$ cat src/rtl/alu_share_arbiter.sv
// -----------------------------------------------------------------------------
// alu_share_arbiter
//
// Shares one external combinational ALU between two requesters. The block
// picks one port per cycle round-robin, drives the ALU with that port's
// operands, and captures the ALU result into the port's one-deep response
// buffer. It also counts accepted requests per port.
//
// Ports
//   clk          clock, rising edge
//   rst          synchronous reset, active-high
//   req_valid    [2]          request valid, bit i = port i
//   req_ready    [2]          request ready (at most one bit set)
//   req_a/req_b  [2*WIDTH]    operands, port i at [i*WIDTH +: WIDTH]
//   req_ctrl     [2*CTRL_W]   ALU control code, same packing
//   resp_valid   [2]          response valid
//   resp_ready   [2]          response ready
//   resp_result  [2*WIDTH]    registered ALU result per port
//   resp_err     [2]          registered op used the all-ones control code
//   alu_a/alu_b  [WIDTH]      operands to the shared ALU
//   alu_control  [CTRL_W]     control code to the shared ALU
//   alu_result   [WIDTH]      combinational result from the shared ALU
//   grant_cnt    [2*CNT_W]    per-port accepted-request count (wraps)
// -----------------------------------------------------------------------------
module alu_share_arbiter #(
    parameter int WIDTH  = 32,
    parameter int CTRL_W = 4,
    parameter int CNT_W  = 16
) (
    input  logic                clk,
    input  logic                rst,
    input  logic [1:0]          req_valid,
    output logic [1:0]          req_ready,
    input  logic [2*WIDTH-1:0]  req_a,
    input  logic [2*WIDTH-1:0]  req_b,
    input  logic [2*CTRL_W-1:0] req_ctrl,
    output logic [1:0]          resp_valid,
    input  logic [1:0]          resp_ready,
    output logic [2*WIDTH-1:0]  resp_result,
    output logic [1:0]          resp_err,
    output logic [WIDTH-1:0]    alu_a,
    output logic [WIDTH-1:0]    alu_b,
    output logic [CTRL_W-1:0]   alu_control,
    input  logic [WIDTH-1:0]    alu_result,
    output logic [2*CNT_W-1:0]  grant_cnt
);

    // Per-port state
    logic              r_resp_valid [2];
    logic              r_resp_err   [2];
    logic [WIDTH-1:0]  r_result     [2];
    logic [CNT_W-1:0]  r_cnt        [2];
    // Port favoured when both ports are candidates
    logic              r_ptr;

    // Unpacked views of the request buses
    logic [WIDTH-1:0]  w_a    [2];
    logic [WIDTH-1:0]  w_b    [2];
    logic [CTRL_W-1:0] w_ctrl [2];

    logic [1:0] w_slot_free;
    logic [1:0] w_cand;
    logic       w_contested;
    logic       w_grant;
    logic       w_winner;
    logic [1:0] w_accept;
    logic       w_illegal;

    genvar gi;
    generate
        for (gi = 0; gi < 2; gi++) begin : g_port_wires
            assign w_a[gi]    = req_a[gi*WIDTH +: WIDTH];
            assign w_b[gi]    = req_b[gi*WIDTH +: WIDTH];
            assign w_ctrl[gi] = req_ctrl[gi*CTRL_W +: CTRL_W];
            // A slot is free if empty or being drained this cycle, so a drain
            // and a new accept can share an edge.
            assign w_slot_free[gi] = !r_resp_valid[gi] || resp_ready[gi];
            // Nothing is granted while reset is asserted.
            assign w_cand[gi] = req_valid[gi] && w_slot_free[gi] && !rst;
        end
    endgenerate

    assign w_contested = w_cand[0] && w_cand[1];
    assign w_grant     = w_cand[0] || w_cand[1];

    // With a single candidate, port 1 wins exactly when it is the candidate.
    always_comb begin
        w_winner = w_cand[1];
        if (w_contested) begin
            w_winner = r_ptr;
        end
    end

    always_comb begin
        w_accept = 2'b00;
        if (w_grant) begin
            w_accept[w_winner] = 1'b1;
        end
    end

    assign req_ready = w_accept;

    // Idle ALU input is all zeros (control 0 = add, 0+0).
    assign alu_a       = w_grant ? w_a[w_winner]    : '0;
    assign alu_b       = w_grant ? w_b[w_winner]    : '0;
    assign alu_control = w_grant ? w_ctrl[w_winner] : '0;

    // The all-ones control code is the only one the arbiter interprets.
    assign w_illegal = (alu_control == {CTRL_W{1'b1}});

    // After a contested grant, favour the other port next time.
    always_ff @(posedge clk) begin
        if (rst) begin
            r_ptr <= 1'b0;
        end else if (w_contested) begin
            r_ptr <= !w_winner;
        end
    end

    generate
        for (gi = 0; gi < 2; gi++) begin : g_port_regs
            always_ff @(posedge clk) begin
                if (rst) begin
                    r_resp_valid[gi] <= 1'b0;
                    r_resp_err[gi]   <= 1'b0;
                    r_result[gi]     <= '0;
                    r_cnt[gi]        <= '0;
                end else if (w_accept[gi]) begin
                    r_resp_valid[gi] <= 1'b1;
                    r_resp_err[gi]   <= w_illegal;
                    r_result[gi]     <= alu_result;
                    r_cnt[gi]        <= r_cnt[gi] + 1'b1;
                end else if (resp_ready[gi]) begin
                    r_resp_valid[gi] <= 1'b0;
                end
            end

            assign resp_valid[gi]                 = r_resp_valid[gi];
            assign resp_err[gi]                   = r_resp_err[gi];
            assign resp_result[gi*WIDTH +: WIDTH] = r_result[gi];
            assign grant_cnt[gi*CNT_W +: CNT_W]   = r_cnt[gi];
        end
    endgenerate

endmodule

$ cat config.mk
export PLATFORM = sky130hd
export DESIGN_NAME = alu_share_arbiter
export DESIGN_NICKNAME = d
export VERILOG_FILES = /design/src/rtl/alu_share_arbiter.sv
export SDC_FILE = /design/constraint.sdc
export NUM_CORES = 1
export LEC_CHECK = 0
export CELL_PAD_IN_SITES_DETAIL_PLACEMENT = 1
export CELL_PAD_IN_SITES_GLOBAL_PLACEMENT = 2
export CORE_MARGIN = 2
export CORE_UTILIZATION = 21
export CTS_BUF_LIST = sky130_fd_sc_hd__clkbuf_4
export CTS_CLUSTER_SIZE = 14
export DETAILED_ROUTE_END_ITERATION = 10
export GPL_TIMING_DRIVEN = 1
export PLACE_DENSITY_LB_ADDON = 0.25
export SYNTH_ARGS = -nofsm -noshare
export SYNTH_HDL_FRONTEND = slang
export SYNTH_SLANG_ARGS = --single-unit
export TNS_END_PERCENT = 50
$ cat constraint.sdc
create_clock -name clk -period 4.8 [get_ports clk]
set_input_delay 1.44 -clock clk [delete_from_list [all_inputs] [get_ports clk]]
set_output_delay 1.44 -clock clk [all_outputs]
set_load 0.05 [all_outputs]
==> summary.txt <==
Timing
  • Minimum clock period: 4.71 ns
  • Hold Violations, Final: 0
  • Setup tns final: 0 ns
  • Final Max Slew Viols: 0
  • Period utilization: 98.2%
  • Layout Skew: 0.0301 ns
  • RSZ-0062 raised after global routing: true
  • Max Freq: 212 MHz
  • Rel. slew slack: 51.1%
  • Setup violators final: 0
  • Slew of the pin with the lowest slew margin: 0.715 ns

Detailed routing
  • Wire per inst: 20.6 um
  • DR DRC count: 0
  • Routed WL: 22400 um
  • Vias/cell: 4.49
  • DRT iter0 DRCs: 201
  • Detail Route Antenna Nets: 0
  • First drt pass iteration count: 4
  • Vias: 4867

Floorplanning
  • Row Count: 57
  • Floorplan die width: 161 um
  • Die area: 25900 um2
  • Core area: 24200 um2
  • Die height: 161 um
  • Initial core utilization: 21.4%
  • Io pins: 344

GRT
  • Met2 usage: 30.8%
  • Global routing's busiest layer: met2
  • Initial antenna violation count: 1
  • Remaining global-route overflow: 0
  • Met3 Use GR: 6.29%
  • Number of global-route vias before repair: 5327
  • Met1 Use GR: 19.0%
  • Largest net degree at the start of global routing: 68
  • First-pass GRT wire length: 33800 um
  • Total GRT Usage: 17.0%

Logic synthesis
  • Leading area contributor after synthesis: edfxtp_1
  • Syn Nets: 593
  • Flops & latches, synth: 101
  • Post-Synthesis Cells: 417
  • Main flop type after synthesis: edfxtp_1
  • Syn Std Cell Area: 5180 um2
  • Register area share after synthesis: 58.4%
  • Post-synth cell types: 39
  • Top-area cell type share of the netlist area: 58.0%
  • Top cells by area, synth: edfxtp_1 58%, a22o_1 11%, and3_1 8.0%
  • Post-synth ARST share: 0%
  • Avg Cell Area, Syn: 12.4 um2
  • Ys Warns: 0
  • Post-synth EDFFs: 100

CTS
  • H-tree Lvls: 3
  • Root Buffer Master: clkbuf_4
  • Clock latency on the worst-skew pair: 0.49 ns
  • CTS tree: built
  • Clock sink count: 101
  • CTS resizes: 2
  • TritonCTS Buffers: 9
  • Reg clk slew, reported paths: 0.21 ns
  • Hold buffer count at CTS: 0
  • CTS Buffer Depth: 2
  • Setup Buffers After CTS: 0

Setup path
  • Crit Path Category: in2out
  • Crit path DAT: 3.27 ns
  • Startpoint types: primary input
  • Reg2reg path depth: 6
  • Crit path required time: 3.36 ns
  • Largest fanout on the critical path: 21
  • Critical Path End Type: output port

Placement
  • Placement Cell Area: 9670 um2
  • Port Buffers: 343
  • DP HPWL: 17400 um
  • RD Place Congestion: 1.03

Layout
  • Layout Utilization: 40.6%
  • Multi-input gate area: 1850 um2
  • Nets: 931
  • Sequential cell area: 3020 um2
  • Layout fillers: 2572
  • Layout area overhead: 90.1%
  • Share of cells above drive strength 1: 15.5%
  • Design Area, Final: 9850 um2

Power and ir drop
  • Leak: 3.79 nW
  • Worst VDD drop: 0.136 mV
  • PD cells: 274 nW/um2
  • Total Power: 2.69 mW

Status
  • Status: complete, no violations

Worst hold path
  • Hold Crit Depth: 2
  • HP Class: reg2reg

Run
  • Max Cap Viol: 0
[synth_stat cells (4+ instances only)]
| library cell | n |
|---|---|
| edfxtp_1 | 100 |
| and3_1 | 66 |
| a22o_1 | 64 |
| nor2_1 | 39 |
| xnor2_1 | 27 |
| clkbuf_1 | 13 |
| inv_1 | 11 |
| nand3_1 | 10 |
| nor4_1 | 10 |
| buf_6 | 9 |
| buf_4 | 8 |
| nand2_1 | 8 |
| nor3_1 | 8 |
| nand4_1 | 6 |
| a2111oi_0 | 4 |
| nand2b_1 | 4 |
[state kept, by name (all words and copies together) (netlist names)]
signal	flops
r_resp_valid	2
r_ptr	1
r_cnt	32
r_result	64
r_resp_err	2
[final timing paths]
path                                 start                           end  slack (ns)
max                          resp_ready[1]                     alu_b[31]        0.09
min                     r_ptr$_SDFFE_PP0P_            r_ptr$_SDFFE_PP0P_        0.59
max reg2reg  r_resp_valid[1]$_SDFFCE_PN0P_  r_result[1][1]$_SDFFCE_PN0P_        2.56
min reg2reg             r_ptr$_SDFFE_PP0P_            r_ptr$_SDFFE_PP0P_        0.59
[worst max-delay path, stage by stage]
cell and delay (ns):
clkdlybuf4s50_1 0.45, nand2b_2 0.23, a211oi_4 0.31, nand2_4 0.10, clkinv_4 0.13, buf_12 0.18
a22o_1 0.25, buf_12 0.16
[cells in the final DEF (no fill, tap or decap), drive strengths merged]
master,netlist,routed
nand4,6,6
nand3,10,10
a211oi,2,2
nand2,10,10
dfxtp,1,1
a22o,64,64
nor2,39,39
buf,21,88
o22ai,1,1
nand2b,6,6
clkbuf,13,9
nor4,10,10
ha,2,2
xor2,2,2
xnor2,27,27
inv,12,17
or3,2,2
clkdlybuf4s50,0,273
nor2b,3,3
a2111oi,4,4
nor3,8,8
diode,0,1
or2,2,2
clkinv,2,4
and3,66,66
and2b,1,1
edfxtp,100,100
a32oi,1,1
and2,1,1
a22oi,1,1
[where the power goes]
| part | total [mW] | internal, mW | switching, mW | leakage, nW |
|---|---|---|---|---|
| Sequential | 1.09 | 1.05 | 0.0407 | 1.06 |
| Combinational | 1.10 | 0.477 | 0.624 | 2.64 |
| Clock | 0.508 | 0.140 | 0.367 | 0.0879 |
| Total | 2.69 | 1.66 | 1.03 | 3.79 |
[routing by layer]
layer / part of all wire [%] / up-vias
li1: - / 2266
met1: 38 / 2374
met2: 51 / 208
met3: 9.1 / 19
met4: 1.4 / 0
met5: 0 / -
[metrics by stage]
| stage | instances | setup WS [ns] | hold slack (ns) |
|---|---|---|---|
| after CTS | 1084 | 0.0684 | 0.593 |
| after detailed placement | 1068 | 0.00576 | 0.558 |
| after global placement | 1068 | 0.0348 | 0.546 |
| after global routing | 1085 | -0.0276 | 0.620 |
| after floorplan | 417 | 0.314 | 0.506 |
| final | 1085 | 0.0873 | 0.589 |
[final cells by class]
type                            count  share of cell area [%]
Clock buffer                        9                   0.686
Timing Repair Buffer              361                    44.1
Multi-Input combinational cell    268                    18.8
Sequential cell                   101                    30.7
Tap cell                          324                    4.12
Antenna cell                        1                  0.0254
Clock inverter                      7                    1.00
Inverter                           14                   0.584
[logic make-up (layout without fill, tap and decap cells)]
| group | count (synthesis) | in the layout | synth area share [%] |
|---|---|---|---|
| AO/OA/AOI/OAI | 73 | 73 | 12.7 |
| XOR/XNOR | 29 | 29 | 4.90 |
| adder cells (fa/ha/maj) | 2 | 2 | 0.483 |
| buffers and inverters | 48 | 391 | 5.94 |
| flip-flops | 101 | 101 | 58.4 |
| other | 0 | 1 | 0 |
| AND/OR/NAND/NOR | 164 | 164 | 17.6 |
(Power assumes the default switching activity.)
